**src/rtl/srom_arbiter_pkg.sv**
```systemverilog
// Shared types and defaults for the single-port SROM read arbiter.
package srom_arbiter_pkg;

    typedef enum logic [1:0] {IDLE, ISSUE, CAPTURE, RESP} arb_state_t;

    localparam int DEF_NUM_REQ    = 4;
    localparam int DEF_ADDR_WIDTH = 4;
    localparam int DEF_DATA_WIDTH = 8;
    localparam int DEF_CNT_WIDTH  = 16;

    // Index width that never collapses to zero bits for tiny requester counts.
    function automatic int clog2_min1(input int n);
        return (n <= 2) ? 1 : $clog2(n);
    endfunction

endpackage

```
**src/rtl/rr_priority_picker.sv**
```systemverilog
// Combinational round-robin picker: first set request at or above ptr, wrapping.
module rr_priority_picker
    import srom_arbiter_pkg::*;
#(
    parameter int N     = DEF_NUM_REQ,
    parameter int IDX_W = clog2_min1(N)
) (
    input  logic [N-1:0]     req,
    input  logic [IDX_W-1:0] ptr,
    output logic [N-1:0]     grant,
    output logic [IDX_W-1:0] grant_idx,
    output logic             any_req
);

    always_comb begin
        int   j;
        logic found;
        grant     = '0;
        grant_idx = '0;
        any_req   = |req;
        found     = 1'b0;
        j         = 0;
        for (int k = 0; k < N; k++) begin
            j = int'(ptr) + k;
            if (j >= N) j = j - N;
            if (!found && req[j]) begin
                found     = 1'b1;
                grant[j]  = 1'b1;
                grant_idx = IDX_W'(j);
            end
        end
    end

endmodule

```
**src/rtl/srom_single_port_arbiter.sv**
```systemverilog
// Round-robin sharing of one registered-output SROM among NUM_REQ read clients.
module srom_single_port_arbiter
    import srom_arbiter_pkg::*;
#(
    parameter int NUM_REQ    = DEF_NUM_REQ,
    parameter int ADDR_WIDTH = DEF_ADDR_WIDTH,
    parameter int DATA_WIDTH = DEF_DATA_WIDTH,
    parameter int CNT_WIDTH  = DEF_CNT_WIDTH,
    parameter int GW         = clog2_min1(NUM_REQ)
) (
    input  logic                          Clk_In,
    input  logic                          Reset_In,
    input  logic [NUM_REQ-1:0]            Req_Valid_In,
    input  logic [NUM_REQ*ADDR_WIDTH-1:0] Req_Address_In,
    output logic [NUM_REQ-1:0]            Req_Ready_Out,
    output logic [NUM_REQ-1:0]            Rsp_Valid_Out,
    input  logic [NUM_REQ-1:0]            Rsp_Ready_In,
    output logic [DATA_WIDTH-1:0]         Rsp_Data_Out,
    output logic [GW-1:0]                 Grant_Id_Out,
    output logic                          Busy_Out,
    output logic [CNT_WIDTH-1:0]          Read_Count_Out,
    output logic                          SROM_Enable_Out,
    output logic                          SROM_Read_Enable_Out,
    output logic [ADDR_WIDTH-1:0]         SROM_Address_Out,
    input  logic [DATA_WIDTH-1:0]         SROM_Read_Data_In
);

    arb_state_t          state;
    logic [GW-1:0]       ptr;
    logic [NUM_REQ-1:0]  pick_grant;
    logic [GW-1:0]       pick_idx;
    logic                pick_any;
    logic [ADDR_WIDTH-1:0] sel_addr;
    logic [GW-1:0]       next_ptr;
    logic [NUM_REQ-1:0]  owner_onehot;

    rr_priority_picker #(.N(NUM_REQ), .IDX_W(GW)) u_picker (
        .req       (Req_Valid_In),
        .ptr       (ptr),
        .grant     (pick_grant),
        .grant_idx (pick_idx),
        .any_req   (pick_any)
    );

    assign Req_Ready_Out = (state == IDLE) ? pick_grant : '0;
    assign sel_addr      = Req_Address_In[int'(pick_idx)*ADDR_WIDTH +: ADDR_WIDTH];
    assign next_ptr      = (pick_idx == GW'(NUM_REQ-1)) ? '0 : pick_idx + GW'(1);
    assign owner_onehot  = NUM_REQ'(1) << Grant_Id_Out;

    // SROM pins are registered so they are high for exactly ISSUE and CAPTURE,
    // and the async reset drops them without waiting for an edge.
    always_ff @(posedge Clk_In or posedge Reset_In) begin
        if (Reset_In) begin
            state                <= IDLE;
            ptr                  <= '0;
            Grant_Id_Out         <= '0;
            Busy_Out             <= 1'b0;
            Rsp_Valid_Out        <= '0;
            Rsp_Data_Out         <= '0;
            Read_Count_Out       <= '0;
            SROM_Enable_Out      <= 1'b0;
            SROM_Read_Enable_Out <= 1'b0;
            SROM_Address_Out     <= '0;
        end else begin
            unique case (state)
                IDLE: begin
                    if (pick_any) begin
                        Grant_Id_Out         <= pick_idx;
                        ptr                  <= next_ptr;
                        Busy_Out             <= 1'b1;
                        SROM_Enable_Out      <= 1'b1;
                        SROM_Read_Enable_Out <= 1'b1;
                        SROM_Address_Out     <= sel_addr;
                        state                <= ISSUE;
                    end
                end
                ISSUE: state <= CAPTURE;
                CAPTURE: begin
                    // ROM output is driven now; sample before releasing the pins.
                    Rsp_Data_Out         <= SROM_Read_Data_In;
                    if (Read_Count_Out != '1) Read_Count_Out <= Read_Count_Out + 1'b1;
                    Rsp_Valid_Out        <= owner_onehot;
                    SROM_Enable_Out      <= 1'b0;
                    SROM_Read_Enable_Out <= 1'b0;
                    SROM_Address_Out     <= '0;
                    state                <= RESP;
                end
                RESP: begin
                    if (Rsp_Ready_In[Grant_Id_Out]) begin
                        Rsp_Valid_Out <= '0;
                        Busy_Out      <= 1'b0;
                        state         <= IDLE;
                    end
                end
                default: state <= IDLE;
            endcase
        end
    end

endmodule

```
**config.mk**
```make
export PLATFORM = sky130hd
export DESIGN_NAME = srom_single_port_arbiter
export DESIGN_NICKNAME = d
export VERILOG_FILES = /design/src/rtl/srom_arbiter_pkg.sv /design/src/rtl/rr_priority_picker.sv /design/src/rtl/srom_single_port_arbiter.sv
export SDC_FILE = /design/constraint.sdc
export NUM_CORES = 1
export LEC_CHECK = 0
export CAP_MARGIN = 25
export CORE_MARGIN = 3
export CORE_UTILIZATION = 45
export CTS_CLUSTER_SIZE = 28
export DETAILED_ROUTE_END_ITERATION = 10
export MAX_ROUTING_LAYER = met4
export PLACE_DENSITY_LB_ADDON = 0.12
export REMOVE_ABC_BUFFERS = 1
export SLEW_MARGIN = 20
export SYNTH_ARGS = -nofsm -noshare
export SYNTH_HDL_FRONTEND = slang
export SYNTH_SLANG_ARGS = --single-unit
export TNS_END_PERCENT = 1
```
**constraint.sdc**
```tcl
create_clock -name Clk_In -period 4.7 [get_ports Clk_In]
set_clock_uncertainty 0.15 [all_clocks]
set_input_delay 0.47 -clock Clk_In [delete_from_list [all_inputs] [get_ports Clk_In]]
set_output_delay 0.47 -clock Clk_In [all_outputs]
set_load 0.01 [all_outputs]
```
After elaboration in Yosys (flattened, before gate mapping). Cells that the tools add are included.

Add/subtract/negate cells: 9. Magnitude comparators: 13. Equality and inequality tests: 7. Shifts and indexed selects: 2. Mux-type cells: 50. Bitwise operators: 3. Reductions and logical operators: 21.

Operators with widths (count): $ge A32 B1 Y1 const B (4); $lt A32 B4 Y1 const B (4); $mux W32 (4); $ge A32 B4 Y1 const B (3); $sub A32 B4 Y32 const B (3); $mux W4 (7); $mux W1 (18); $add A16 B1 Y16 const B (1); $ne A16 B16 Y1 const B (1); $pmux W4 S2 (2); $shiftx A16 B5 Y4 (1); $mux W2 (7); $or A4 B4 Y4 (3); $bmux W1 S2 (5); $reduce_and A2 Y1 (5); $demux W1 S2 (4); $pmux W2 S4 (1); $logic_and A1 B1 Y1 (7); $add A2 B2 Y3 const B (2); $eq A2 B2 Y1 const B (3); $reduce_bool A2 Y1 (3); $ne A2 B2 Y1 const B (2); $pmux W1 S2 (2); $reduce_or A4 Y1 (1); other kinds (10) (12).

Flip-flop bits (word level): 40. Input port bits: 34. Output and inout bits: 41. Word-level logic and storage cells: 114.

Depth between registers and ports, before layout. Gate-level depths: netlist of run 1.

Depth in word-level cells: 18. Gate-level depth with buffers: 13. Mapped depth without buffers: 8.

Modules after synthesis. Synthesis of run 1 repeated with hierarchy kept, for this count alone.

Cell total of the unflattened synthesis: 226. Area, all modules: 2453.6 um^2.

By module, submodules not included: srom_single_port_arbiter (times used 1, cells an instance 176, area an instance 1989.4 um^2, seq. area each 1001.0 um^2); rr_priority_picker (times used 1, cells an instance 50, area an instance 464.2 um^2, seq. area each 0.0 um^2).

Worst setup path after synthesis of run 1. OpenSTA, ideal clock, no wires.

Kind: register to output. From: reg ptr[0]. To: out Req_Ready_Out[0]. Arrival time: 3.196 ns. Data required time: 4.080 ns. Setup slack: 0.884 ns. Stages on the path, launching flop included: 13. Path buffers: 4. Cell sequence: dfrtp_1 -> buf_2 -> buf_1 -> clkbuf_1 -> inv_1 -> ha_1 -> buf_6 -> mux4_2 -> or2_4 -> nor3_2 -> a22oi_1 -> o21ai_0 -> and2_1.

Cells in the longest elaborated chain, start to end: 16. Elaborated cells on any way between the ends: 64. Those cells by class: add/sub: 7; order compare: 12; mux: 32; bitwise: 3; reduce/logical: 10.

RTL lines: start: declaration (line srom_single_port_arbiter.sv:29) `logic [GW-1:0] ptr;`; start signal: assignment (line srom_single_port_arbiter.sv:69) `ptr <= next_ptr;`; parallel branches: the longest is 14 deep, another holds $sub A32 B4 Y32; $mux W4 * (line rr_priority_picker.sv:26) `if (!found && req[j]) begin`; $mux W4 * (line srom_single_port_arbiter.sv:45) `assign Req_Ready_Out = (state == IDLE) ? pick_grant : '0;`; end: declaration (line srom_single_port_arbiter.sv:15) `output logic [NUM_REQ-1:0] Req_Ready_Out,`.

Every way passes the cells marked *. The select of a mux whose other input is x is not followed.

Worst setup path after layout of run 1.
From: reg ptr[1]. To: out Req_Ready_Out[2].

Same word-level chain as after synthesis.

==> summary by stage, run 1 <==
Floorplan
The overall die area is 0.00662 mm2. The I/O pin count is 75. The row count is 26. The core region is 0.00530 mm2. From left edge to right edge, the die measures 81.4 um. For this configuration, the core starts out at a cell density of 0.482.

From bottom edge to top edge, the die measures 81.4 um.

Power
Total power for the finished layout comes to 2.10 mW. The switching power share of the total is 0.411. The share of power burned in the clock network is 0.100. Dividing total power by cell area gives a power density of 616 mW/mm2. The switching power summed over all nets is 862 uW.

The share of total power dissipated in sequential elements is 0.276. The maximum vdd drop is 0.000376 V. The standby leakage power is 1.40 nW. The design internal power is 1.23 mW. The share of total power dissipated in combinational logic is 0.624.

GRT
The initial antenna violation count is 0. For this run, the total global-route usage over all layers was measured as 0.187. The number of global-route vias before repair was 1,999.

The maximum number of pins on one net before global-route repair is 41. The residual overflow from global routing is 0. The wire length of the first global-routing pass is 9520 um.

STA
The final number of max-transition violations is 0. The final-report setup violation count is 0. The summed negative setup slack over all endpoints is 0 ns. Timing would allow up to 240 MHz. Dividing the final minimum period by the clock period gives 0.885.

The worst-case headroom to the max-slew limit is 0.495. For the pin with the worst max-slew slack, the measured transition is 0.750 ns. The final critical delay including setup and external delays is 4.16 ns. The count of final hold-check violations came to 0. Setup repair after global routing left no endpoint under its margin.

Layout
The repair_antennas step left the layout with diodes totalling 0. The filler cells instantiated in the layout total 454. The post-route core utilization is 0.642. The area growth from synthesis to layout is 33.2%. Of the cells placed in the final design, the portion with a size suffix greater than 1 is 0.109. The final net count is 364.

Synth
By area the synthesized netlist is led by sky130_fd_sc_hd__dfrtp_1 (39%), sky130_fd_sc_hd__mux2_2 (5.7%), sky130_fd_sc_hd__mux2i_1 (5.5%). The multiplexer share of the synthesized area is 0.147. Of all cell types, the one taking the most synthesized area is sky130_fd_sc_hd__dfrtp_1. The number of synthesized flops with an enable pin is 0.

The compound-cell area share of the yosys netlist is 0.156. The post-synthesis instance total is 253. The post-synthesis async set-or-reset flop share is 1.00. The post-synthesis sequential area ratio is 0.392. Ranked by instance count, the synthesized netlist is headed by sky130_fd_sc_hd__dfrtp_1 (40), sky130_fd_sc_hd__nand2_1 (19), sky130_fd_sc_hd__mux2i_1 (14), sky130_fd_sc_hd__mux2_2 (13), sky130_fd_sc_hd__o21ai_0 (13).

The dominant cell by count in the synthesized netlist is sky130_fd_sc_hd__dfrtp_1. Of the total synthesized cell area, the portion taken by full adders, half adders and majority gates is 0.0441. The simple-gate share of the synthesized area is 0.169. The top cell type's share of synthesized area is 0.392. The synthesized design contains 40 register bits. In the synthesized netlist the dominant register cell turns out to be sky130_fd_sc_hd__dfrtp_1. The fraction of synthesized cell area in xor and xnor cells is 0.0514. The synthesized area per cell is 10.1 um2.

In this run the cell area of the synthesized design comes to 0.00255 mm2. By area, the combinational part of the netlist is dominated by simple AND/OR/NAND/NOR gates. The Yosys warning count is 0. The synthesized netlist contains 46 unique library cells.

Setup path
The worst setup path is captured at an output pin. The worst path arrival time is 3.54 ns. The worst setup path is of the flip-flop to output pin kind. The largest fanout on the critical path is 11. The element type at the critical path start is a flip-flop. The required time of the worst setup path is 4.08 ns.

Clocking
The H-tree depth is 2. The number of setup buffers added after CTS is 0. The number of clock buffers added by TritonCTS is 5. The TritonCTS clock tree is yes. The post-cts resize count is 0. The insertion delay to the later sink of the worst-skew pair is 0.28 ns.

The root buffer cell is sky130_fd_sc_hd__clkbuf_8. The number of buffers on the longest clock path is 2. The total of hold buffers inserted after clock tree synthesis is 0. After clock tree synthesis, the clock-pin slew on the worst setup and hold paths is 0.08 ns. The sink count of the clock tree is 40.

Detailed routing
After detailed routing, the total wire length is 5650 um. The routed layout has 2,120 vias. After the first detailed-routing iteration, the DRC count stood at 101.

The mean number of vias per cell is 5.42. The remaining antenna violation count after routing is 0. The first TritonRoute pass finished after 4 iterations. Dividing the detail-routed wire length by the instance count gives 14.4 um. The total DRC errors in the routed layout is 0.

Flow run
The count of maximum capacitance violations is 0.

Placed design
The total of buffers placed on input and output ports is 74. Detailed placement finished with a half-perimeter wire length of 4230 um. At the end of routability-driven placement, the weighted congestion stood at 0.827.

Outcome
The flow ran to the end, and the final reports show no timing, DRC or antenna violations.

Hold path
In this run the worst hold path is classified as flip-flop to flip-flop.
## cell usage in the layout (no fill, tap or decap), types with 2 or more instances in the layout
| cell type | netlist | routed |
|---|---|---|
| sky130_fd_sc_hd__and2_1 | 4 | 4 |
| sky130_fd_sc_hd__mux2_2 | 13 | 13 |
| sky130_fd_sc_hd__a22oi_1 | 8 | 8 |
| sky130_fd_sc_hd__ha_1 | 9 | 9 |
| sky130_fd_sc_hd__xor2_1 | 3 | 3 |
| sky130_fd_sc_hd__buf_4 | 1 | 2 |
| sky130_fd_sc_hd__o211ai_2 | 4 | 4 |
| sky130_fd_sc_hd__clkbuf_8 | 0 | 5 |
| sky130_fd_sc_hd__nor4_1 | 2 | 2 |
| sky130_fd_sc_hd__clkdlybuf4s50_1 | 0 | 74 |
| sky130_fd_sc_hd__a21oi_1 | 8 | 8 |
| sky130_fd_sc_hd__or2_4 | 2 | 2 |
| sky130_fd_sc_hd__o21ai_0 | 13 | 13 |
| sky130_fd_sc_hd__nand2_1 | 19 | 19 |
| sky130_fd_sc_hd__nand4_1 | 6 | 6 |
| sky130_fd_sc_hd__nand3b_1 | 2 | 2 |
| sky130_fd_sc_hd__mux4_2 | 4 | 4 |
| sky130_fd_sc_hd__nor3_1 | 10 | 10 |
| sky130_fd_sc_hd__o22ai_1 | 2 | 2 |
| sky130_fd_sc_hd__a22o_1 | 3 | 3 |
| sky130_fd_sc_hd__and3_1 | 5 | 5 |
| sky130_fd_sc_hd__xnor2_1 | 12 | 12 |
| sky130_fd_sc_hd__nand3_1 | 12 | 12 |
| sky130_fd_sc_hd__nor2_1 | 11 | 11 |
| sky130_fd_sc_hd__dfrtp_1 | 40 | 40 |
| sky130_fd_sc_hd__inv_1 | 8 | 8 |
| sky130_fd_sc_hd__o211ai_1 | 2 | 2 |
| sky130_fd_sc_hd__o31ai_1 | 2 | 2 |
| sky130_fd_sc_hd__nor2b_1 | 2 | 2 |
| sky130_fd_sc_hd__nand2b_1 | 5 | 5 |
| sky130_fd_sc_hd__mux2i_1 | 14 | 14 |
## critical path, stage by stage, from the launching register on
cell                              delay (ns)
sky130_fd_sc_hd__dfrtp_1                0.55
sky130_fd_sc_hd__inv_1                  0.14
sky130_fd_sc_hd__ha_1                   0.46
sky130_fd_sc_hd__mux4_2                 0.64
sky130_fd_sc_hd__or2_4                  0.30
sky130_fd_sc_hd__nor3_2                 0.30
sky130_fd_sc_hd__a22oi_1                0.11
sky130_fd_sc_hd__o21ai_0                0.10
sky130_fd_sc_hd__and2_1                 0.14
sky130_fd_sc_hd__clkdlybuf4s50_1        0.53
## worst paths after layout
kind,from,to,slack [ns],cells after the start
worst max-delay path,ptr[1]$_DFFE_PP0P_,Req_Ready_Out[2],0.54,9
worst min-delay path,Rsp_Valid_Out[0]$_DFFE_PP0P_,Rsp_Valid_Out[0]$_DFFE_PP0P_,0.35,1
worst max register to register,ptr[1]$_DFFE_PP0P_,SROM_Address_Out[3]$_DFFE_PP0P_,1.47,8
worst min register to register,Rsp_Valid_Out[0]$_DFFE_PP0P_,Rsp_Valid_Out[0]$_DFFE_PP0P_,0.35,1
max in group asynchronous,Reset_In,SROM_Read_Enable_Out$_DFFE_PP0P_,3.59,3
min in group asynchronous,Reset_In,Read_Count_Out[12]$_DFFE_PP0P_,0.46,3
## cells by family (layout without fill, tap and decap cells)
group                      after synthesis  after routing
xor gates and xnor gates                15             15
AOI/OAI and AO/OA                       52             52
adders and majority gates                9              9
DFF                                     40             40
and+or+nand+nor                         83             83
buffers and inverters                   23             91
muxes                                   31             31
## per-stage QoR
step / hold slack, ns / std cells / setup WS, ns / area (um2)
after floorplan: 0.350 / 238 / 1.13 / 2480
after global placement: 0.321 / 384 / 0.967 / 3320
after detailed placement: 0.323 / 384 / 0.867 / 3320
after CTS: 0.350 / 391 / 0.553 / 3400
after global routing: 0.372 / 391 / 0.347 / 3400
final: 0.349 / 391 / 0.540 / 3400
## state kept, by name, indices dropped and copies added (netlist names)
register              cells
SROM_Address_Out          4
Rsp_Valid_Out             4
SROM_Read_Enable_Out      1
Rsp_Data_Out              8
state                     2
Grant_Id_Out              2
ptr                       2
Busy_Out                  1
Read_Count_Out           16
## final cells by class
| class | instances | area [um2] | share of cell area |
|---|---|---|---|
| repair buffers | 76 | 756 | 0.222 |
| clock inverters | 1 | 5.00 | 0.00147 |
| inverters | 8 | 30.0 | 0.00883 |
| clock buffers | 6 | 72.6 | 0.0213 |
| flip-flops and latches | 40 | 1000 | 0.294 |
| well taps | 70 | 87.6 | 0.0257 |
| multi-input cells | 190 | 1450 | 0.426 |
## power by group through the flow
stage	combinational, mW	sequential (mW)	clock, mW
after floorplan	0.795	0.646	0
after global placement	1.30	0.580	0
after detailed placement	1.32	0.583	0
after CTS	1.32	0.580	0.216
after global routing	1.45	0.601	0.230
final	1.31	0.579	0.210
## per-layer routing
metal / vias to the layer above / GRT usage / share of wire
li1: 1059 / - / -
met1: 991 / 0.278 / 0.49
met2: 66 / 0.264 / 0.45
met3: 4 / 0.0432 / 0.056
met4: 0 / 0.0253 / 0.0046
met5: - / - / 0
(Power assumes the default switching activity.)
==> inputs of run 2 (changes only) <==
--- a/config.mk
+++ b/config.mk
@@ -7,14 +7,14 @@
 export LEC_CHECK = 0
 export CAP_MARGIN = 25
 export CORE_MARGIN = 3
-export CORE_UTILIZATION = 45
+export CORE_UTILIZATION = 47
 export CTS_CLUSTER_SIZE = 28
 export DETAILED_ROUTE_END_ITERATION = 10
 export MAX_ROUTING_LAYER = met4
 export PLACE_DENSITY_LB_ADDON = 0.12
 export REMOVE_ABC_BUFFERS = 1
-export SLEW_MARGIN = 20
 export SYNTH_ARGS = -nofsm -noshare
 export SYNTH_HDL_FRONTEND = slang
+export SYNTH_HIERARCHICAL = 1
 export SYNTH_SLANG_ARGS = --single-unit
 export TNS_END_PERCENT = 1
==> run 2 against run 1 <==
Synthesized cell count is 11% lower. Core utilization is 3.9 points higher. Routed wire length is 6.2% lower. Die area is 7.5% lower. Count of clock-buffer cells in the layout stayed put. Via count is 4.2% lower. Critical path type unchanged. Critical endpoint is now Req_Ready_Out[0]. Largest power group unchanged.
==> summary by stage, run 2 <==
Synth
The top cell type's share of synthesized area is 0.408 (+0.0162). In the post-synthesis netlist, the biggest area contributors are sky130_fd_sc_hd__dfrtp_1 (41%), sky130_fd_sc_hd__mux4_2 (7.3%), sky130_fd_sc_hd__ha_1 (6.6%). The post-synthesis async set-or-reset flop share is 1.00 (unchanged). The synthesis-stage register bit count is 40 (unchanged). By count the netlist is led by sky130_fd_sc_hd__dfrtp_1 (40), sky130_fd_sc_hd__o21ai_0 (16), sky130_fd_sc_hd__nand2_1 (15), sky130_fd_sc_hd__ha_1 (13), sky130_fd_sc_hd__mux2_2 (12).

The post-synthesis instance area is 0.00245 mm2 (-4.0%). By area, the combinational part of the netlist is dominated by simple AND/OR/NAND/NOR gates. The post-synthesis sequential area ratio came to 0.408 (+0.0162). The post-synthesis instance total is 226 (-11%). The fraction of synthesized cell area in xor and xnor cells is 0.0357 (-0.0157). The number of synthesized flops with an enable pin is 0 (unchanged). The dominant register cell in the synthesized netlist is sky130_fd_sc_hd__dfrtp_1. The multiplexer share of the synthesized area was 0.153 (+0.00609). The biggest area consumer among synthesized cells is sky130_fd_sc_hd__dfrtp_1. The distinct cell type count after synthesis is 49 (+6.5%). The Yosys warning count is 6 (+6). The simple-gate share of the synthesized area is 0.175 (+0.00596). The compound-cell area share of the yosys netlist is 0.130 (-0.0262). The dominant cell by count in the synthesized netlist is sky130_fd_sc_hd__dfrtp_1. The synthesized area per cell came to 10.9 um2 (+7.5%).

The post-synthesis adder-cell area fraction came to 0.0663 (+0.0222).

Detailed routing
The count of routing violations after the opening detailed-route iteration is 71 (-30%). The total via count in the routed design came to 2,031 (-4.2%). The per-cell routed wire length is 14.4 um (about the same). The remaining antenna violation count after routing is 0 (unchanged). The routed wire length was 5290 um (-6.2%).

The mean number of vias per cell is 5.53 (+2.1%). The length of the first detailed-routing pass in iterations came to 4 (unchanged). The total DRC errors in the routed layout is 0 (unchanged).

Floorplan
The row count is 25 (-3.8%). The horizontal die dimension is 78.3 um (-3.8%). The starting density of the core is 0.503 (+0.0210). The overall die area came to 0.00612 mm2 (-7.5%). The I/O pin count is 75 (unchanged). The y dimension of the die is 78.3 um (-3.8%). The standard cell core area is 0.00488 mm2 (-8.0%).

STA
The final critical delay including setup and external delays is 3.91 ns (-0.251 ns). The count of final hold-check violations is 0 (unchanged). The summed negative setup slack over all endpoints is 0 ns (unchanged). The final number of max-transition violations was 0 (unchanged).

The period utilization is 0.832 (-0.0534). The final-report setup violation count is 0 (unchanged). The worst-case headroom to the max-slew limit is 0.470 (-0.0259). The setup slack of the critical path after layout came to 0.792 ns (+0.251 ns). Setup repair after global routing left no endpoint under its margin.

The achievable clock frequency was 256 MHz (+6.4%). The hold slack came to 0.355 ns (+0.00647 ns). The transition time of the tightest slew-check pin is 0.796 ns (+0.0457 ns).

Hold path
The type of the tightest min-delay check is flip-flop to flip-flop.

Placed design
The global placer's final weighted congestion is 0.886 (+7.2%). The half-perimeter wire length after detailed placement was 4050 um (-4.3%). The total of buffers placed on input and output ports is 74 (unchanged). The setup slack at placement came to 1.12 ns (+0.251 ns).

Power
The share of power burned in the clock network was 0.107 (+0.007). The maximum vdd drop is 0.000339 V (-9.9%). The power density relative to cell area is 590 mW/mm2 (-4.3%). The switching power summed over all nets is 756 uW (-12%).

The combinational group share of total power is 0.593 (-0.031). The switching power share of the total is 0.386 (-0.0254). The design internal power is 1.20 mW (-2.5%).

The register share of total power was 0.300 (+0.024). The standby leakage power is 1.38 nW (-1.4%).

GRT
The number of global-route vias before repair is 1,956 (-2.2%). The wire length of the first global-routing pass is 8870 um (-6.7%). The maximum number of pins on one net before global-route repair is 41 (unchanged). The residual overflow from global routing is 0 (unchanged).

The global-route usage over all layers is 0.187 (+0.000348). The initial antenna violation count was 0 (unchanged).

Setup path
The worst setup path is launched from a flip-flop. The slowest stage of the critical path belongs to the cell sky130_fd_sc_hd__dfrtp_1. The delay of the slowest cell on the worst path came to 0.71 ns (+0.07 ns). The signal on the critical path passes through inv_1, ha_1, mux4_2, nor3_4, a22oi_1, o21ai_1, and2_1, clkdlybuf4s50_1.

The largest fanout on the critical path came to 17 (+6). The worst setup path is captured at an output pin. The number of buffers and inverters on the critical path came to 2 (unchanged). The critical path in this run is classified as flip-flop to output pin.

The required time of the worst setup path was 4.08 ns (about the same). The worst path arrival time was 3.29 ns (-0.25 ns). Among cell families on the critical path, the largest total delay comes from buffers and inverters.

Layout
The final net count was 347 (-4.7%). The largest registers in the layout are Read_Count_Out x16, Rsp_Data_Out x8. Leaving out fill and tap cells, the most frequent cell in the layout is sky130_fd_sc_hd__clkdlybuf4s50_1. The register with the most flip-flops in the final layout is Read_Count_Out. The top cell types in the final layout, fill and taps aside, are sky130_fd_sc_hd__clkdlybuf4s50_1 (74), sky130_fd_sc_hd__dfrtp_1 (40), sky130_fd_sc_hd__o21ai_0 (16). The number of antenna repair diodes is 0 (unchanged). The number of flip-flops in the largest register was 16 (unchanged). Relative to the synthesized area, the layout overhead comes to 35.4%. The fraction of final layout cells with drive strength greater than 1 is 0.127 (+0.0176).

Clocking
The sink count of the clock tree is 40 (unchanged). The clock slew seen by the registers of the worst setup and hold paths is 0.07 ns (about the same). The total of hold buffers inserted after clock tree synthesis is 0 (unchanged). The insertion delay to the later sink of the worst-skew pair came to 0.29 ns (about the same). The root buffer cell is sky130_fd_sc_hd__clkbuf_8. The post-cts resize count is 0 (unchanged). TritonCTS built the clock tree.

The number of buffers inserted during clock tree synthesis is 5 (unchanged). The number of setup buffers added after CTS is 0 (unchanged). The number of buffers on the longest clock path is 2 (unchanged). The H-tree depth is 2 (unchanged).

Flow run
The count of maximum capacitance violations is 0 (unchanged).

Outcome
The flow ran to the end, and the final reports show no timing, DRC or antenna violations.
## run 2: kinds of logic (layout without fill, tap and decap cells)
group,Yosys count,count (layout)
fa+ha+maj,13,13
xor+xnor,10,10
simple gates,70,70
buf+inv,17,91
mux,24,24
compound gates,52,52
flops,40,40
## run 2: through the flow
step | std cells | utilization | area (um2) | power (mW)
2_1_floorplan | 217 | - | 2400 | 1.34
3_3_place_gp | 360 | 0.665 | 3240 | 1.74
3_5_place_dp | 360 | 0.665 | 3240 | 1.76
4_1_cts | 367 | 0.681 | 3320 | 1.97
5_1_grt | 367 | 0.681 | 3320 | 2.12
6_report | 367 | 0.681 | 3320 | 1.96
## run 2: area by class of cell
class                   instances  area, um2
well taps                      67       83.8
flip-flops and latches         40       1000
clock buffers                   6       72.6
clock inverters                 1       5.00
multi-input cells             169       1370
inverters                       8       30.0
fillers                       407       1560
repair buffers                 76        756
## run 2: path summary, 6_finish.rpt
kind                                        startpoint                      endpoint  slack, ns  cells past startpoint
max reg2reg                         ptr[0]$_DFFE_PP0P_            ptr[1]$_DFFE_PP0P_       1.09                      9
min reg2reg                Rsp_Data_Out[6]$_DFFE_PP0P_   Rsp_Data_Out[6]$_DFFE_PP0P_       0.36                      1
max                                 ptr[0]$_DFFE_PP0P_              Req_Ready_Out[0]       0.79                      8
min                        Rsp_Data_Out[6]$_DFFE_PP0P_   Rsp_Data_Out[6]$_DFFE_PP0P_       0.36                      1
max in group asynchronous                     Reset_In  Rsp_Valid_Out[3]$_DFFE_PP0P_       3.58                      3
min in group asynchronous                     Reset_In   Rsp_Data_Out[7]$_DFFE_PP0P_       0.47                      3
## run 2: worst register-to-register path: stages, from the launching register on
cell and delay [ns]:
sky130_fd_sc_hd__dfrtp_1 0.71, sky130_fd_sc_hd__inv_1 0.20, sky130_fd_sc_hd__ha_1 0.46, sky130_fd_sc_hd__mux4_2 0.47, sky130_fd_sc_hd__nor2b_4 0.20, sky130_fd_sc_hd__o21ai_1 0.08
sky130_fd_sc_hd__and3_1 0.19, sky130_fd_sc_hd__o22ai_1 0.44, sky130_fd_sc_hd__ha_1 0.33, sky130_fd_sc_hd__mux2_2 0.26
## run 2: power groups by stage
stage	Sequential, mW	Combinational (mW)	Clock, mW
after floorplan	0.621	0.724	0
after global placement	0.595	1.14	0
after detailed placement	0.599	1.16	0
after CTS	0.592	1.16	0.219
after global routing	0.616	1.27	0.233
final	0.589	1.16	0.210
## run 2: routing by layer
metal / vias to the layer above / track usage / part of all wire / routed length, um
met4: 0 / 0.0455 / 0.0094 / 50
met2: 59 / 0.312 / 0.50 / 2650
met3: 6 / 0.0505 / 0.060 / 320
li1: 990 / - / - / -
met5: - / - / 0 / 0
met1: 976 / 0.227 / 0.43 / 2270
==> inputs of run 3 (changes only) <==
==> constraint.sdc (replaced) <==
create_clock -name Clk_In -period 3.9 [get_ports Clk_In]
set_clock_uncertainty 0.15 [all_clocks]
set_input_delay 0.39 -clock Clk_In [delete_from_list [all_inputs] [get_ports Clk_In]]
set_output_delay 0.39 -clock Clk_In [all_outputs]
set_load 0.01 [all_outputs]
==> run 3 against run 2 <==
Cell count up 1.1%. Flip-flop and latch count unchanged. Clock power up 37%. Global-route usage up 0.63 points. Non-clock buffer count up 3. Sequential share of layout area down 0.52 points. Register-to-register slack worse by 0.28 ns. Die area unchanged. Hold slack worse by 0.14 ns. Final area up 1.8%. Sequential power up 14%. First-iteration DRC count up 90%. Critical endpoint is now Req_Ready_Out[1].
==> summary by stage, run 3 (synthesis gave the netlist of run 2 again) <==
Outcome
The run finished with clean final reports.

Clocking
The root buffer cell is sky130_fd_sc_hd__clkbuf_8. The number of setup buffers added after CTS is 0 (unchanged). The H-tree depth is 2 (unchanged). The sink count of the clock tree is 40 (unchanged). The total of hold buffers inserted after clock tree synthesis is 0 (unchanged). The clock slew seen by the registers of the worst setup and hold paths is 0.08 ns (about the same). The post-cts resize count is 0 (unchanged).

The number of buffers inserted during clock tree synthesis is 5 (unchanged). The insertion delay to the later sink of the worst-skew pair is 0.29 ns (about the same). The number of buffers on the longest clock path is 2 (unchanged). The TritonCTS clock tree is yes.

Layout
The final net count is 350 (+0.86%). The largest registers in the layout are Read_Count_Out x16, Rsp_Data_Out x8. The fraction of final layout cells with drive strength greater than 1 is 0.138 (+0.0115). The post-route core utilization is 0.693 (+0.0121). The post-route cell area was 0.00338 mm2 (+1.8%). Ranked by flip-flop count, first place goes to Read_Count_Out.

The number of antenna repair diodes is 0 (unchanged). The most frequent standard cell in the layout excluding fill and tap cells is sky130_fd_sc_hd__clkdlybuf4s50_1. The area added between synthesis and finish is 37.8%. Leaving out fill and tap cells, the most frequent cells in the layout are sky130_fd_sc_hd__clkdlybuf4s50_1 (74), sky130_fd_sc_hd__dfrtp_1 (40), sky130_fd_sc_hd__o21ai_0 (16). The number of flip-flops in the largest register came to 16 (unchanged).

STA
In the finished design, the share of the clock period the worst path needs comes to 0.843. The count of final hold-check violations was 0 (unchanged). The final number of max-transition violations is 0 (unchanged).

Based on the critical path, the design can be clocked at up to 304 MHz. The transition time of the tightest slew-check pin is 0.781 ns (-0.0144 ns). The summed negative setup slack over all endpoints is 0 ns (unchanged). After layout, the minimum clock period comes to 3.29 ns. The final-report setup violation count is 0 (unchanged).

The setup slack of the critical path after layout is 0.614 ns (-0.178 ns). Setup repair after global routing left no endpoint under its margin. The worst-case headroom to the max-slew limit is 0.479 (+0.00960).

Detailed routing
The routed wire length came to 5410 um (+2.1%). The total via count in the routed design is 2,062 (+1.5%). The mean number of vias per cell is 5.56 (+0.43%).

The per-cell routed wire length is 14.6 um (+1.0%). The remaining antenna violation count after routing is 0 (unchanged). The length of the first detailed-routing pass in iterations was 4 (unchanged). The count of routing violations after the opening detailed-route iteration is 135 (+90%). The total DRC errors in the routed layout was 0 (unchanged).

Setup path
The largest fanout on the critical path came to 8 (-9). The critical path is of the flip-flop to output pin type. The end point of the critical path is Req_Ready_Out[1]. The launch point of the worst path is ptr[1]$_DFFE_PP0P_. The setup slack of the most critical reg-to-reg path came to 0.81 ns (-0.28 ns).

The required time of the worst setup path is 3.36 ns (-0.72 ns). The count of cells along the worst register-to-register path came to 9 (unchanged). The beginning of the worst register-to-register path is ptr[1]$_DFFE_PP0P_.

The endpoint class of the critical path is an output pin. The signal on the critical path passes through inv_1, ha_1, mux4_2, nor3_4, a22oi_1, o21ai_1, and2_1, clkdlybuf4s50_1. The delay of the slowest cell on the worst path came to 0.53 ns (-0.18 ns). The worst register-to-register path ends at ptr[1]$_DFFE_PP0P_. The slowest stage of the critical path belongs to the cell sky130_fd_sc_hd__clkdlybuf4s50_1. The worst setup path is launched from a flip-flop. The worst path arrival time was 2.75 ns (-0.54 ns).

Placed design
The total of buffers placed on input and output ports was 74 (unchanged). The half-perimeter wire length after detailed placement is 4180 um (+3.2%). The setup slack at placement is 0.616 ns (-0.502 ns). The area after detailed placement is 0.00326 mm2 (+0.46%). The global placer's final weighted congestion is 0.844 (-4.8%).

Floorplan
The horizontal die dimension was 78.3 um (unchanged). The y dimension of the die is 78.3 um (unchanged). The row count is 25 (unchanged). The I/O pin count was 75 (unchanged). The standard cell core area was 0.00488 mm2 (unchanged). The starting density of the core is 0.503 (unchanged). The overall die area came to 0.00612 mm2 (unchanged).

GRT
The residual overflow from global routing came to 0 (unchanged). The wire length of the first global-routing pass is 9330 um (+5.1%). The maximum number of pins on one net before global-route repair came to 28 (-32%). The global-route usage over all layers was 0.193 (+0.00632). The initial antenna violation count is 0 (unchanged). The number of global-route vias before repair is 1,998 (+2.1%).

Power
The power density relative to cell area is 719 mW/mm2 (+22%). The standby leakage power is 1.40 nW (+1.9%). The maximum vdd drop is 0.000387 V (+14%).

Flow run
The count of maximum capacitance violations is 0 (unchanged).

Hold path
The type of the tightest min-delay check is input port to asynchronous set/reset pin.
==> run 3: cell count changes in the layout (fill, tap and decap cells not counted), sizes merged <==
| cell | previous run | this run |
|---|---|---|
| buf | 2 | 5 |
| clkinv | 2 | 1 |
| clkinvlp | 0 | 1 |
| clkbuf | 6 | 7 |
==> run 3: report_power, final <==
group | internal, mW | switching [mW] | leakage [nW] | total, mW
registers | 0.559 | 0.115 | 0.507 | 0.674
logic | 0.786 | 0.683 | 0.851 | 1.47
clock network | 0.144 | 0.143 | 0.0445 | 0.287
==> run 3: per-layer routing <==
metal  global-route usage  up-vias  part of all wire  wire length (um)
met5                    -        -                 0                 0
met4               0.0577        0             0.012                64
met3               0.0356        7             0.046               250
met2                0.323       54              0.49              2660
met1                0.241      998              0.45              2440
li1                     -     1003                 -                 -
==> run 3: worst min path at each step <==
stage,to,depth (start not counted)
finish,Rsp_Valid_Out[2]$_DFFE_PP0P_,2
floorplan,state[0]$_DFFE_PP0P_,1
global route,Rsp_Valid_Out[2]$_DFFE_PP0P_,2
global placement,Rsp_Data_Out[4]$_DFFE_PP0P_,1
CTS,Rsp_Data_Out[0]$_DFFE_PP0P_,1
detailed placement,Rsp_Data_Out[0]$_DFFE_PP0P_,1
==> run 3: final cells by class <==
type	count	area, um2
Fill cell	421	1500
Inverter	8	30.0
Timing Repair Buffer	79	798
Multi-Input combinational cell	169	1370
Clock inverter	1	7.51
Tap cell	67	83.8
Clock buffer	7	86.3
Sequential cell	40	1000
==> run 3: through the flow <==
| stage | hold WS (ns) | std cells | power (mW) |
|---|---|---|---|
| final | 0.217 | 371 | 2.43 |
| after global routing | 0.236 | 371 | 2.63 |
| after CTS | 0.366 | 370 | 2.44 |
| after detailed placement | 0.349 | 362 | 2.16 |
| after global placement | 0.338 | 362 | 2.12 |
| after floorplan | 0.347 | 217 | 1.62 |
==> run 3: critical path, delay by kind of cell (launching register included) <==
family                   cells  cell delay, ns
AO/OA/AOI/OAI                2            0.19
adder cells (fa/ha/maj)      1            0.43
buffers and inverters        2            0.64
flip-flops                   1            0.34
multiplexers                 1            0.47
AND/OR/NAND/NOR              2            0.38
==> RTL edit 1 (settings of run 2) <==
The package constant `DEF_DATA_WIDTH` goes from 8 to 9.
--- a/src/rtl/srom_arbiter_pkg.sv
+++ b/src/rtl/srom_arbiter_pkg.sv
@@ -6,5 +6,5 @@
     localparam int DEF_NUM_REQ    = 4;
     localparam int DEF_ADDR_WIDTH = 4;
-    localparam int DEF_DATA_WIDTH = 8;
+    localparam int DEF_DATA_WIDTH = 9;
     localparam int DEF_CNT_WIDTH  = 16;
 
Interface: changed (resized Rsp_Data_Out and SROM_Read_Data_In); port bits go from 75 to 77. No check against the original RTL was run, so the function may have changed too.
==> RTL edit 1 against run 2 <==
- clock power grew 40%
- wire length grew 1.0%
- sequential cell count is 1 higher
- count of clock-buffer cells in the layout increased by 1
- utilization shrank 0.97 points
- power is 5.3% higher
- synthesized area grew 3.1%
- setup slack improved by 47 ps
- fmax increased by 1.2%
- synthesized cell count unchanged
- cell area up 4.5%
- register-to-register slack about the same
- critical endpoint is now Req_Ready_Out[2]
- largest power group unchanged
==> RTL edit 1: results (changes against run 2) <==
| Metric | Value |
|---|---|
| Initial antenna violation count | 0 (unchanged) |
| Synth top area cells | dfrtp_1 (41%), mux4_2 (7.1%), ha_1 (6.4%), mux2_2 (5.8%), a22oi_1 (3.0%) |
| CP Data Arrival Time | 3240 ps (-50 ps) |
| Worst-Skew Late Latency | 300 ps |
| Detailed Place HPWL | 4.14 mm (+2.3%) |
| Layout cells sized above 1 | 15.0% (+2.4 points) |
| Final hold vios | 0 (unchanged) |
| Gpl congestion | 0.909 (+2.5%) |
| Reg clk slew, reported paths | 70 ps (about the same) |
| TritonCTS buffer count | 5 (unchanged) |
| Clock buffer depth | 2 (unchanged) |
| Worst slew margin | 45.7% (-1.3 points) |
| Iter 0 DRT Violations | 87 (+23%) |
| Global-route usage over all layers | 18.8% (+0.065 points) |
| Crit path max fanout | 17 (unchanged) |
| Ys flop type | dfrtp_1 |
| Post-CTS resize count | 0 (unchanged) |
| Largest registers | Read_Count_Out x16, Rsp_Data_Out x9 |
| CTS H-Tree Depth | 2 (unchanged) |
| First-pass GRT wire length | 9.02 mm (+1.6%) |
| Number of global-route vias before repair | 1985 (+1.5%) |
| Reg2reg start | ptr[0] |
| Synth warn | 6 (unchanged) |
| Worst VDD drop | 0.327 mV (-3.5%) |
| Leakage power | 0.00144 µW (+5.0%) |
| NumNets Final | 353 (+1.7%) |
| Worst hold path depth | 1 (unchanged) |
| Fill count | 386 (-5.2%) |
| Worst Hold Class | flop to flop |
| R2R cell count | 9 (unchanged) |
| Port Buffer Count | 76 (+2.7%) |
| Post-synthesis sequential area ratio | 40.6% (-0.24 points) |
| Largest net degree at the start of global routing | 42 (+2.4%) |
| Min-delay src | Read_Count_Out[15] |
| DRT Pass-1 Iters | 4 (unchanged) |
| Status | finished clean |
| Synth async-reset ratio | 100% (unchanged) |
| Via/cell ratio | 5.55 (+0.25%) |
| Final Routed Wirelength | 5.35 mm (+1.0%) |
| Ant diodes | 0 (unchanged) |
| Root Buffer Master | clkbuf_8 |
| Setup Fix Bufs, Post-CTS | 0 (unchanged) |
| Unique masters post-synth | 52 (+6.1%) |
| Top cells by count, synth | dfrtp_1 (41), nand2_1 (17), ha_1 (13), mux2_2 (13), o21ai_0 (12) |
| Crit path kind | flop to primary output |
==> RTL edit 1: cell count changes in the layout (fill, tap and decap cells not counted), sizes merged, moves of 3 or more <==
cell / before / now
o21ai: 22 / 19
o22ai: 4 / 1
nand4: 8 / 5
nand2b: 1 / 4
a31oi: 0 / 3
nand2: 15 / 18
==> RTL edit 1: path summary, 6_finish.rpt <==
path | endpoint | slack, ps
max in group asynchronous | state[1] | 3580
worst min-delay path | Read_Count_Out[15] | 340
worst max-delay path | Req_Ready_Out[2] | 840
min in group asynchronous | Read_Count_Out[14] | 450
worst min register to register | Read_Count_Out[15] | 340
worst max register to register | ptr[1] | 1090
==> RTL edit 1: report_power, final <==
| group | total (µW) | internal, µW | switching, µW |
|---|---|---|---|
| clock | 294 | 173 | 121 |
| combinational | 1160 | 640 | 518 |
| sequential | 611 | 478 | 132 |
==> RTL edit 1: critical path, cell delays in order, from the launching register on <==
cell and delay (ps):
dfrtp_1 720, inv_1 200, ha_1 450, mux4_2 460, nor3_4 250, a22oi_1 110, o21ai_1 90, and2_1 130
clkdlybuf4s50_1 530
==> RTL edit 1: cell families (layout without fill, tap and decap cells) <==
family	Yosys count	after routing	share of synthesized area, %
simple gates	71	71	18.1
compound gates	51	51	13.0
flops	41	41	40.6
mux	27	27	16.1
buf+inv	14	94	2.72
fa+ha+maj	13	13	6.43
xor+xnor	9	9	3.12
==> RTL edit 1: per-stage QoR <==
stage	cell area [µm²]	worst slack [ps]	cells
global route	3470	578	376
detailed placement	3350	1060	368
finish	3470	839	376
global placement	3350	1190	368
CTS	3470	788	376
floorplan	2490	1300	220
==> RTL edit 1: final cells by class <==
cell class / instances / area share (%)
tap: 70 / 2.52
clock buffer: 7 / 2.49
timing repair buffer: 78 / 22.4
sequential: 41 / 29.6
multi-input combinational: 171 / 41.3
clock inverter: 1 / 0.865
inverter: 8 / 0.865
==> RTL edit 1: layer usage <==
layer / part of all wire, % / GRT usage, % / wire (µm) / up-vias
li1: - / - / - / 1012
met1: 43 / 22.9 / 2320 / 972
met4: 1.7 / 6.01 / 92 / 0
met3: 7.6 / 5.44 / 406 / 13
met2: 47 / 30.1 / 2530 / 89
met5: 0 / - / 0 / -
==> RTL edit 2 (config.mk and constraints of run 2) <==
Made on the original files. Put one more register stage on the output `Read_Count_Out`, without a reset. The value now appears one clock later. The other outputs are not delayed to match.
--- a/src/rtl/srom_single_port_arbiter.sv
+++ b/src/rtl/srom_single_port_arbiter.sv
@@ -25,4 +25,6 @@
     input  logic [DATA_WIDTH-1:0]         SROM_Read_Data_In
 );
+
+    logic [CNT_WIDTH-1:0] Read_Count_Out_s0;
 
     arb_state_t          state;
@@ -58,5 +60,5 @@
             Rsp_Valid_Out        <= '0;
             Rsp_Data_Out         <= '0;
-            Read_Count_Out       <= '0;
+            Read_Count_Out_s0    <= '0;
             SROM_Enable_Out      <= 1'b0;
             SROM_Read_Enable_Out <= 1'b0;
@@ -79,5 +81,5 @@
                     // ROM output is driven now; sample before releasing the pins.
                     Rsp_Data_Out         <= SROM_Read_Data_In;
-                    if (Read_Count_Out != '1) Read_Count_Out <= Read_Count_Out + 1'b1;
+                    if (Read_Count_Out_s0 != '1) Read_Count_Out_s0 <= Read_Count_Out_s0 + 1'b1;
                     Rsp_Valid_Out        <= owner_onehot;
                     SROM_Enable_Out      <= 1'b0;
@@ -98,4 +100,8 @@
     end
 
+    always_ff @(posedge Clk_In) begin
+        Read_Count_Out <= Read_Count_Out_s0;
+    end
+
 endmodule
 
Check against the original RTL: not equivalent (a bounded check fails within 4 cycles, from zero or initial values and one cycle with Reset_In high).
==> RTL edit 2 against run 2 <==
- via count rose by 2.8%
- cell area rose by 10%
- wire length rose by 9.1%
- die area rose by 13%
- setup slack got worse by 5.6 ps
- synthesized area rose by 14%
- sequential cell count rose by 16
- hold slack got worse by 72 ps
- register-to-register slack got worse by 90 ps
- power rose by 11%
- critical path depth did not move
- critical endpoint is now Req_Ready_Out[3]
- largest cell class unchanged
- largest power group unchanged
- highest routed layer unchanged
==> RTL edit 2: results (changes against run 2) <==
| Metric | Value |
|---|---|
| Status | finished clean |
| Hold path endpoint | Read_Count_Out[1] |
| Gpl congestion | 0.810 (-8.6%) |
| Initial antenna violation count | 0 (unchanged) |
| Avg WL per Cell | 14.8 µm (+2.4%) |
| Worst-Skew Late Latency | 310 ps (+20 ps) |
| Via/cell ratio | 5.34 (-3.5%) |
| TritonCTS buffer count | 5 (unchanged) |
| Worst Hold Class | flop to flop |
| Crit path kind | flop to primary output |
| CTS H-Tree Depth | 2 (unchanged) |
| P_sw | 812 µW (+7.4%) |
| Setup Fix Bufs, Post-CTS | 0 (unchanged) |
| Worst hold path depth | 0 (-1) |
| Iter 0 DRT Violations | 139 (+96%) |
| Worst VDD drop | 0.357 mV (+5.5%) |
| Synth warn | 6 (unchanged) |
| Synth top area cells | dfrtp_1 (36%), dfxtp_1 (11%), mux4_2 (6.5%), ha_1 (5.8%), mux2_2 (4.8%) |
| Post-synthesis sequential area ratio | 47.4% (+6.6 points) |
| Reg clk slew, reported paths | 100 ps (+30 ps) |
| First-pass GRT wire length | 9.96 mm (+12%) |
| Root Buffer Master | clkbuf_8 |
| DP Area | 0.00357 mm² (+10%) |
| DRT Pass-1 Iters | 4 (unchanged) |
| RR Endpoint | SROM_Address_Out[2] |
| Worst slew margin | 44.4% (-2.6 points) |
| NumNets Final | 365 (+5.2%) |
| Top cells by count, synth | dfrtp_1 (40), nand2_1 (18), dfxtp_1 (16) |
| Detailed Place HPWL | 4.29 mm (+6.1%) |
| Slowest-stage cell, CP | dfrtp_1 |
| Post-CTS resize count | 0 (unchanged) |
| GRT Residual Overflow | 0 (unchanged) |
| Global-route usage over all layers | 17.9% (-0.80 points) |
| Delay-heaviest family, CP | buffers and inverters |
| Largest net degree at the start of global routing | 41 (unchanged) |
| Ys flop type | dfrtp_1 |
| Largest registers | Read_Count_Out x16, Read_Count_Out_s0 x16, Rsp_Data_Out x8 |
| Leakage power | 0.00150 µW (+8.9%) |
| Layout cells sized above 1 | 12.9% (+0.19 points) |
| Crit path largest cell delay | 730 ps (+20 ps) |
| Synth async-reset ratio | 71.4% (-29 points) |
| Worst R2R Setup Slack | 1000 ps (-90 ps) |
| R2R cell count | 10 (+1) |
| CP Launch Point | ptr[0] |
| Clock buffer depth | 2 (unchanged) |
| Min-delay src | Read_Count_Out_s0[1] |
| Fill count | 470 (+15%) |
| Port Buffer Count | 74 (unchanged) |
| Crit path max fanout | 17 (unchanged) |
| Unique masters post-synth | 53 (+8.2%) |
| Ant diodes | 0 (unchanged) |
| Number of global-route vias before repair | 2062 (+5.4%) |
## RTL edit 2: cell count changes after synthesis, sizes merged, moves of 4 or more
cell   delta
dfxtp    +16
nor2      +7
and3      -6
nor2b     +6
inv       +5
nand2     +4
nand4     -4
o21ai     -4
## RTL edit 2: cell families (layout without fill, tap and decap cells)
family                     after synthesis  after routing  share of synthesized area, %
buffers and inverters                   21             96                          3.90
muxes                                   25             25                          13.9
DFF                                     56             56                          47.4
adders and majority gates               13             13                          5.83
xor gates and xnor gates                 9              9                          2.83
and+or+nand+nor                         75             75                          16.1
AOI/OAI and AO/OA                       45             45                          10.1
## RTL edit 2: power by group through the flow
| stage | logic, µW | clock network (µW) | registers (µW) |
|---|---|---|---|
| 3_3_place_gp | 1130 | 0 | 760 |
| 2_1_floorplan | 703 | 0 | 792 |
| 4_1_cts | 1150 | 282 | 760 |
| 3_5_place_dp | 1150 | 0 | 771 |
| 6_report | 1140 | 268 | 757 |
| 5_1_grt | 1260 | 297 | 784 |
## RTL edit 2: worst register-to-register path, stage by stage, from the launching register on
cell	delay [ps]
dfrtp_1	730
inv_1	220
ha_1	470
mux4_2	470
nor2b_4	210
o21ai_1	80
and3_1	190
o22ai_1	430
mux4_2	400
a21oi_1	140
o21ai_0	80
## RTL edit 2: worst max path at each step
stage | depth (start not counted) | to | slack, ps
final | 8 | Req_Ready_Out[3] | 790
after global routing | 8 | Req_Ready_Out[3] | 520
after CTS | 8 | Req_Ready_Out[3] | 790
after detailed placement | 10 | SROM_Address_Out[2] | 1000
after global placement | 10 | SROM_Address_Out[0] | 1110
after floorplan | 8 | SROM_Address_Out[0] | 1210
## RTL edit 2: through the flow
| stage | hold WS [ps] | std cells | total power [µW] | utilization [%] | worst slack, ps |
|---|---|---|---|---|---|
| 4_1_cts | 290 | 391 | 2190 | 65.4 | 790 |
| 2_1_floorplan | 235 | 235 | 1490 | - | 1210 |
| 3_3_place_gp | 260 | 383 | 1890 | 63.7 | 1110 |
| 3_5_place_dp | 260 | 383 | 1920 | 63.7 | 1000 |
| 6_report | 284 | 391 | 2170 | 65.4 | 786 |
| 5_1_grt | 319 | 391 | 2350 | 65.4 | 522 |
## RTL edit 2: area by class of cell
cell class,count,area share (%)
timing repair buffer,76,20.6
multi-input combinational,167,37.1
clock inverter,3,0.717
sequential,56,36.0
inverter,12,1.23
clock buffer,5,1.88
tap,72,2.46
## RTL edit 2: layer usage
layer / share of wire (%) / vias to the layer above / GRT usage (%)
li1: - / 1024 / -
met1: 48 / 996 / 23.6
met2: 45 / 64 / 27.4
met3: 5.5 / 4 / 4.46
met4: 0.99 / 0 / 5.35
met5: 0 / - / -
